File: src/rtl/serial_subtractor.sv
// Bit-serial a - b, LSB first, one bit per clock through a single subtractor cell
// with a registered borrow. start/busy/done handshake; results held until the next op.
module serial_subtractor #(
    parameter int unsigned WIDTH = 8
) (
    input  logic             clk,
    input  logic             rst_n,
    input  logic             start,
    input  logic [WIDTH-1:0] a,
    input  logic [WIDTH-1:0] b,
    output logic             busy,
    output logic             done,
    output logic [WIDTH-1:0] diff,
    output logic             borrow_out
);

    localparam int unsigned CntW = $clog2(WIDTH);
    localparam logic [CntW-1:0] LastCnt = CntW'(WIDTH - 1);

    typedef enum logic [1:0] {StIdle, StRun, StDone} state_e;

    state_e           state_q;
    logic [WIDTH-1:0] sa_q;
    logic [WIDTH-1:0] sb_q;
    logic [WIDTH-1:0] sr_q;
    logic [WIDTH-1:0] sr_d;
    logic [CntW-1:0]  cnt_q;
    logic             borrow_q;
    logic             busy_q;
    logic             done_q;
    logic [WIDTH-1:0] diff_q;
    logic             borrow_out_q;

    logic x;
    logic y;
    logic dbit;
    logic nb;

    always_comb begin
        x    = sa_q[0];
        y    = sb_q[0];
        dbit = x ^ y ^ borrow_q;
        nb   = (~x & y) | (~(x ^ y) & borrow_q);
        // Result bits enter at the MSB so the LSB lands at bit 0 after WIDTH shifts.
        sr_d = {dbit, sr_q[WIDTH-1:1]};
    end

    always_ff @(posedge clk) begin
        if (!rst_n) begin
            state_q      <= StIdle;
            sa_q         <= '0;
            sb_q         <= '0;
            sr_q         <= '0;
            cnt_q        <= '0;
            borrow_q     <= 1'b0;
            busy_q       <= 1'b0;
            done_q       <= 1'b0;
            diff_q       <= '0;
            borrow_out_q <= 1'b0;
        end else begin
            done_q <= 1'b0;
            unique case (state_q)
                StIdle: begin
                    if (start) begin
                        sa_q     <= a;
                        sb_q     <= b;
                        borrow_q <= 1'b0;
                        cnt_q    <= '0;
                        busy_q   <= 1'b1;
                        state_q  <= StRun;
                    end
                end
                StRun: begin
                    sa_q     <= sa_q >> 1;
                    sb_q     <= sb_q >> 1;
                    sr_q     <= sr_d;
                    borrow_q <= nb;
                    if (cnt_q == LastCnt) begin
                        cnt_q        <= '0;
                        diff_q       <= sr_d;
                        borrow_out_q <= nb;
                        done_q       <= 1'b1;
                        state_q      <= StDone;
                    end else begin
                        cnt_q <= cnt_q + 1'b1;
                    end
                end
                StDone: begin
                    busy_q  <= 1'b0;
                    state_q <= StIdle;
                end
                default: begin
                    busy_q  <= 1'b0;
                    state_q <= StIdle;
                end
            endcase
        end
    end

    assign busy       = busy_q;
    assign done       = done_q;
    assign diff       = diff_q;
    assign borrow_out = borrow_out_q;

endmodule

File: config.mk
export PLATFORM = sky130hd
export DESIGN_NAME = serial_subtractor
export DESIGN_NICKNAME = d
export VERILOG_FILES = /design/src/rtl/serial_subtractor.sv
export SDC_FILE = /design/constraint.sdc
export NUM_CORES = 1
export LEC_CHECK = 0
export CAP_MARGIN = 20
export CELL_PAD_IN_SITES_DETAIL_PLACEMENT = 1
export CELL_PAD_IN_SITES_GLOBAL_PLACEMENT = 2
export CORE_ASPECT_RATIO = 1.25
export CORE_UTILIZATION = 31
export DETAILED_ROUTE_END_ITERATION = 8
export PLACE_DENSITY = 0.82
export SYNTH_ARGS = -nofsm -noshare
export SYNTH_HDL_FRONTEND = slang
export SYNTH_SLANG_ARGS = --single-unit
File: constraint.sdc
create_clock -name clk -period 1.84 [get_ports clk]
set_clock_uncertainty 0.1 [all_clocks]
set_input_delay 0.184 -clock clk [delete_from_list [all_inputs] [get_ports clk]]
set_output_delay 0.184 -clock clk [all_outputs]
set_load 0.01 [all_outputs]
# ---- Word level (Yosys, flattened, before mapping)
# Index checks and enable logic that the tools add are counted.
dict set report classes {
  addsub 1
  eq_ne 4
  mux 15
  bitwise 8
  reduce_logical 7
}
# operator n
set ops {}
lappend ops {{8-bit one-hot mux with 2 select lines} 2}
lappend ops {{8-bit two-way mux} 2}
lappend ops {{2-bit AND reduction} 5}
lappend ops {{3-bit two-way mux} 2}
lappend ops {{3-bit one-hot mux with 2 select lines} 1}
lappend ops {{2-bit two-way mux} 2}
lappend ops {{2-bit != test, second input constant} 2}
lappend ops {{1-bit one-hot mux with 2 select lines} 2}
lappend ops {{2-bit one-hot mux with 2 select lines} 1}
lappend ops {{3-bit by 1-bit adder with 3-bit output, second input constant} 1}
lappend ops {{3-bit equality test, second input constant} 1}
lappend ops {{1-bit two-way mux} 3}
lappend ops {{1-bit inverter} 3}
lappend ops {{1-bit bitwise AND} 2}
lappend ops {{2-bit by 1-bit equality test with 1-bit output, second input constant} 1}
lappend ops {{2-bit zero test} 1}
lappend ops {{2-bit nonzero test} 1}
lappend ops {{1-bit bitwise XOR} 2}
lappend ops {{1-bit bitwise OR} 1}
dict set report word_totals {
  reg_bits 41
  in_bits 19
  word_cells 45
}

# ---- Longest topological paths before layout
# Gate-level depths: netlist (run 1).
dict set report depth {
  ltp_word 5
  ltp_mapped 6
  mapped_depth_nobuf 5
}

# ---- Worst setup path after synthesis (run 1)
# OpenSTA, ideal clock, no wires.
dict set report synth_timing {
  kind {register to register}
  startpoint {register cnt_q[0]}
  endpoint {register done_q (netlist: done)}
  setup_ns 0.115
  t_arrival_ns 1.183
  required_ns 1.625
  setup_slack_ns 0.442
  path_stages_with_launch 6
  n_path_buf 1
  cell_sequence {dfxtp_1 ha_1 ha_1 and3b_1 buf_4 and2_1}
}
dict set report synth_via {
  elab_chain_cells 2
}
# item line
set synth_lines {}
lappend synth_lines {{from (decl)} 27} ;# logic [CntW-1:0] cnt_q;
lappend synth_lines {{from (signal assigned)} 85} ;# cnt_q <= cnt_q + 1'b1;
lappend synth_lines {{3-bit equality test} 78} ;# if (cnt_q == LastCnt) begin
lappend synth_lines {{1-bit two-way mux} 78}
lappend synth_lines {{to (signal assigned)} 57} ;# done_q <= 1'b0;
lappend synth_lines {{to (signal assigned)} 61} ;# done_q <= 1'b0;
lappend synth_lines {{to (signal assigned)} 82} ;# done_q <= 1'b1;
lappend synth_lines {{to (decl)} 30} ;# logic done_q;
# Every way passes these cells.
# A chain may end at the register's enable or synchronous reset.

# ---- Worst setup path in the final report (run 1)
dict set report layout_timing {
  startpoint {register cnt_q[0]}
  endpoint {register borrow_out_q (netlist: borrow_out)}
}
dict set report layout_via {
  elab_chain_cells 2
}
# item line
set layout_lines {}
lappend layout_lines {{3-bit equality test} 78}
lappend layout_lines {{2-bit AND reduction (no line)} n/a}
lappend layout_lines {{to (signal assigned)} 81} ;# borrow_out_q <= nb;
lappend layout_lines {{to (decl)} 32} ;# logic borrow_out_q;
# Every way passes these cells.

==> results of run 1 <==
## power by group
part	leakage, nW	internal (mW)	total (mW)	switching, mW
Clock	0.0784	0.678	0.992	0.313
Combinational	0.421	0.0949	0.189	0.0943
Sequential	0.326	0.901	0.926	0.0245
## final timing paths
path,cells past startpoint,slack (ns),endpoint
setup / recovery,5,0.24,borrow_out$_SDFFE_PN0P_
setup reg to reg,5,0.24,borrow_out$_SDFFE_PN0P_
hold / removal,2,0.35,diff[2]$_SDFFE_PN0P_
hold reg to reg,2,0.35,diff[2]$_SDFFE_PN0P_
## flip-flops by register name, indices dropped and copies added (netlist names)
signal and count:
cnt_q 3, sa_q 8, diff 8, busy 1, borrow_out 1, borrow_q 1, state_q 2, done 1
sb_q 8, sr_q 7
## through the flow
step / total power [mW] / setup WS, ns / hold WS (ns)
after floorplan: 1.06 / 0.442 / 0.243
final: 2.11 / 0.239 / 0.350
after global routing: 2.21 / 0.112 / 0.371
after CTS: 2.14 / 0.214 / 0.355
after detailed placement: 1.14 / 0.220 / 0.346
after global placement: 1.13 / 0.231 / 0.335
## final cells by class
| cell class | instances | share of cell area |
|---|---|---|
| clock buffer | 5 | 0.0319 |
| clock inverter | 3 | 0.0417 |
| multi-input combinational | 126 | 0.359 |
| tap | 62 | 0.0359 |
| sequential | 40 | 0.371 |
| timing repair buffer | 35 | 0.155 |
| inverter | 3 | 0.00522 |
## worst min-delay path: stages, from the launching register on
cell,delay (ns)
dfxtp_1,0.32
nand3_1,0.06
nand2_1,0.04
## per-layer routing
| metal | routed length (um) | up-vias | GRT usage |
|---|---|---|---|
| li1 | - | 695 | - |
| met1 | 1660 | 646 | 0.182 |
| met3 | 120 | 7 | 0.0369 |
| met4 | 49 | 0 | 0.0464 |
| met5 | 0 | - | 0 |
| met2 | 1830 | 26 | 0.249 |
## Yosys cell counts (2+ instances only)
cell type / number / area [um2]
a21boi_1: 6 / 45.0
a21oi_1: 2 / 10.0
and2_1: 2 / 12.5
buf_2: 2 / 10.0
buf_4: 4 / 30.0
buf_6: 2 / 22.5
clkbuf_1: 6 / 22.5
dfxtp_1: 40 / 801
ha_1: 2 / 25.0
inv_1: 3 / 11.3
mux2i_1: 14 / 140
nand2_1: 31 / 116
nand2b_1: 4 / 25.0
nand3_1: 19 / 95.1
nand3b_1: 2 / 15.0
nor2_1: 2 / 7.51
o211ai_1: 14 / 105
o21ai_0: 8 / 40.0
o21ai_1: 10 / 50.1
o22ai_1: 2 / 12.5
## logic make-up after synthesis
group                      share of synthesized area
and+or+nand+nor                                0.185
AOI/OAI and AO/OA                              0.168
DFF                                            0.479
buffers and inverters                         0.0576
muxes                                         0.0838
adders and majority gates                     0.0269
==> summary.txt, run 1 <==
Clocking
  – Post-cts gate resize count: 0
  – CTS buffer count: 5
  – CTS root buf: clkbuf_8
  – Clock Tree Buf Depth: 2
  – Cts hold-fix bufs: 0
  – Clock sinks: 40
  – Clock slew at reported path FFs: around 0.08 ns
  – CTS tree: built
  – Clock latency on the worst-skew pair: roughly 0.29 ns
  – Post-CTS setup repair buffer count: 0
  – H-tree Lvls: 2

Route
  – DRC: 0
  – DRT Pass-1 Iters: 4
  – DRT antenna net count: 0
  – Total Wirelength: approximately 3.7 mm
  – Vias/cell: ~5
  – Initial DRC count: 40
  – Vias: 1374
  – WL per Instance: 13.3 um

Setup path
  – Worst path max stage delay: between 0.4 and 0.5 ns
  – Reg-to-Reg Start: cnt_q[0]$_SDFFE_PN0P_
  – Top cell family by delay on the critical path: simple AND/OR/NAND/NOR gates
  – CP Launch Point: cnt_q[0]$_SDFFE_PN0P_
  – Crit path max-delay cell type: and3b_1
  – Crit path cell chain: ha_1, ha_1, and3b_1, nand2_1, o211a_1
  – Worst Path Arrival: around 1.7 ns
  – Classification of the worst setup path: flop to flop
  – WP data required: between 1.5 and 2 ns
  – Worst Path Max Fanout: 12
  – Element type at the critical path end: flop
  – Worst path bufs/invs: 0
  – Most common cell on crit path: ha_1
  – CP startpoint kind: flop

Final layout
  – Antenna Diode Count: 0
  – Cell area after layout: around 0.0022 mm2
  – Commonest cells after routing, fill and taps aside: dfxtp_1, nand2_1, clkdlybuf4s50_1
  – Utilization after layout: 0.422
  – Total area of sequential cells: about 800 um2
  – P&R area growth vs syn: 29.1%
  – Share of layout cells above drive strength 1: 0.0802
  – NumNets Final: ~230
  – Finished Layout Cells: ~270
  – Multi-input logic area: about 770 um2
  – Layout filler cell count: 576
  – Most common cell after layout, fill and taps aside: dfxtp_1

STA
  – RSZ-0062 raised after global routing: no
  – Slew of the pin with the lowest slew margin: 0.447 ns
  – Final setup fails: 0
  – Slew HR: 0.701
  – Fin crit period: approximately 1.6 ns
  – Final Slew Violations: 0
  – Fin. Hold Viols: 0
  – Setup_tns: 0 ns
  – Tcrit/Tclk final: 0.870
  – F_max: ~620 MHz

Synth
  – Count of cell types in the netlist: 28
  – Mapped Cells: between 150 and 200
  – Syn. warnings: 0
  – Yosys reg bits: 40
  – Ys flop type: dfxtp_1
  – Post-synth EDFFs: 0
  – Ys async rst share: 0
  – Syn Nets: a little over 200
  – Syn avg cell area: between 9 and 10 um2
  – Register area share after synthesis: 0.479
  – Post-Syn Area: 0.00167 mm2

Floorplanning
  – Die height: ~84 um
  – Core area: a little over 0.005 mm2
  – Die area: roughly 0.0057 mm2
  – I/O pins: 30
  – Cell row count: 29
  – Initial Util: 0.327
  – Die W: 67.7 um

Hold path
  – Worst Hold Class: flop to flop
  – Hold_sp: diff[2]$_SDFFE_PN0P_

Place
  – GPL Wtd Cong: around 0.72
  – Placed Cells: approximately 270
  – Placement-stage cell area: ~0.0020 mm2
  – IO buf count: 29
  – Detailed Place HPWL: around 2.6 mm

GRT
  – Largest net degree at the start of global routing: 38
  – Gr usage total: 0.149
  – Number of global-route vias before repair: 1388
  – First-pass GRT wire length: 6.45 mm
  – Initial antenna violation count: 0
  – Remaining Overflow, GRT: 0

Power and ir drop
  – Lkg Pwr: approximately 0.83 nW
  – Max VDD drop: between 0.5 and 0.6 mV
  – Power Density: 976 mW/mm2

Outcome
  – Outcome: completed

Job
  – Max_cap viols: 0
(Power assumes the default switching activity.)
==> run 2, diff against run 1 <==
--- a/config.mk
+++ b/config.mk
@@ -12,6 +12,7 @@
 export CORE_UTILIZATION = 31
 export DETAILED_ROUTE_END_ITERATION = 8
 export PLACE_DENSITY = 0.82
+export SLEW_MARGIN = 20
 export SYNTH_ARGS = -nofsm -noshare
 export SYNTH_HDL_FRONTEND = slang
 export SYNTH_SLANG_ARGS = --single-unit
==> results of run 2 <==
The final DEF is identical to that of run 1; final timing and power are the same.
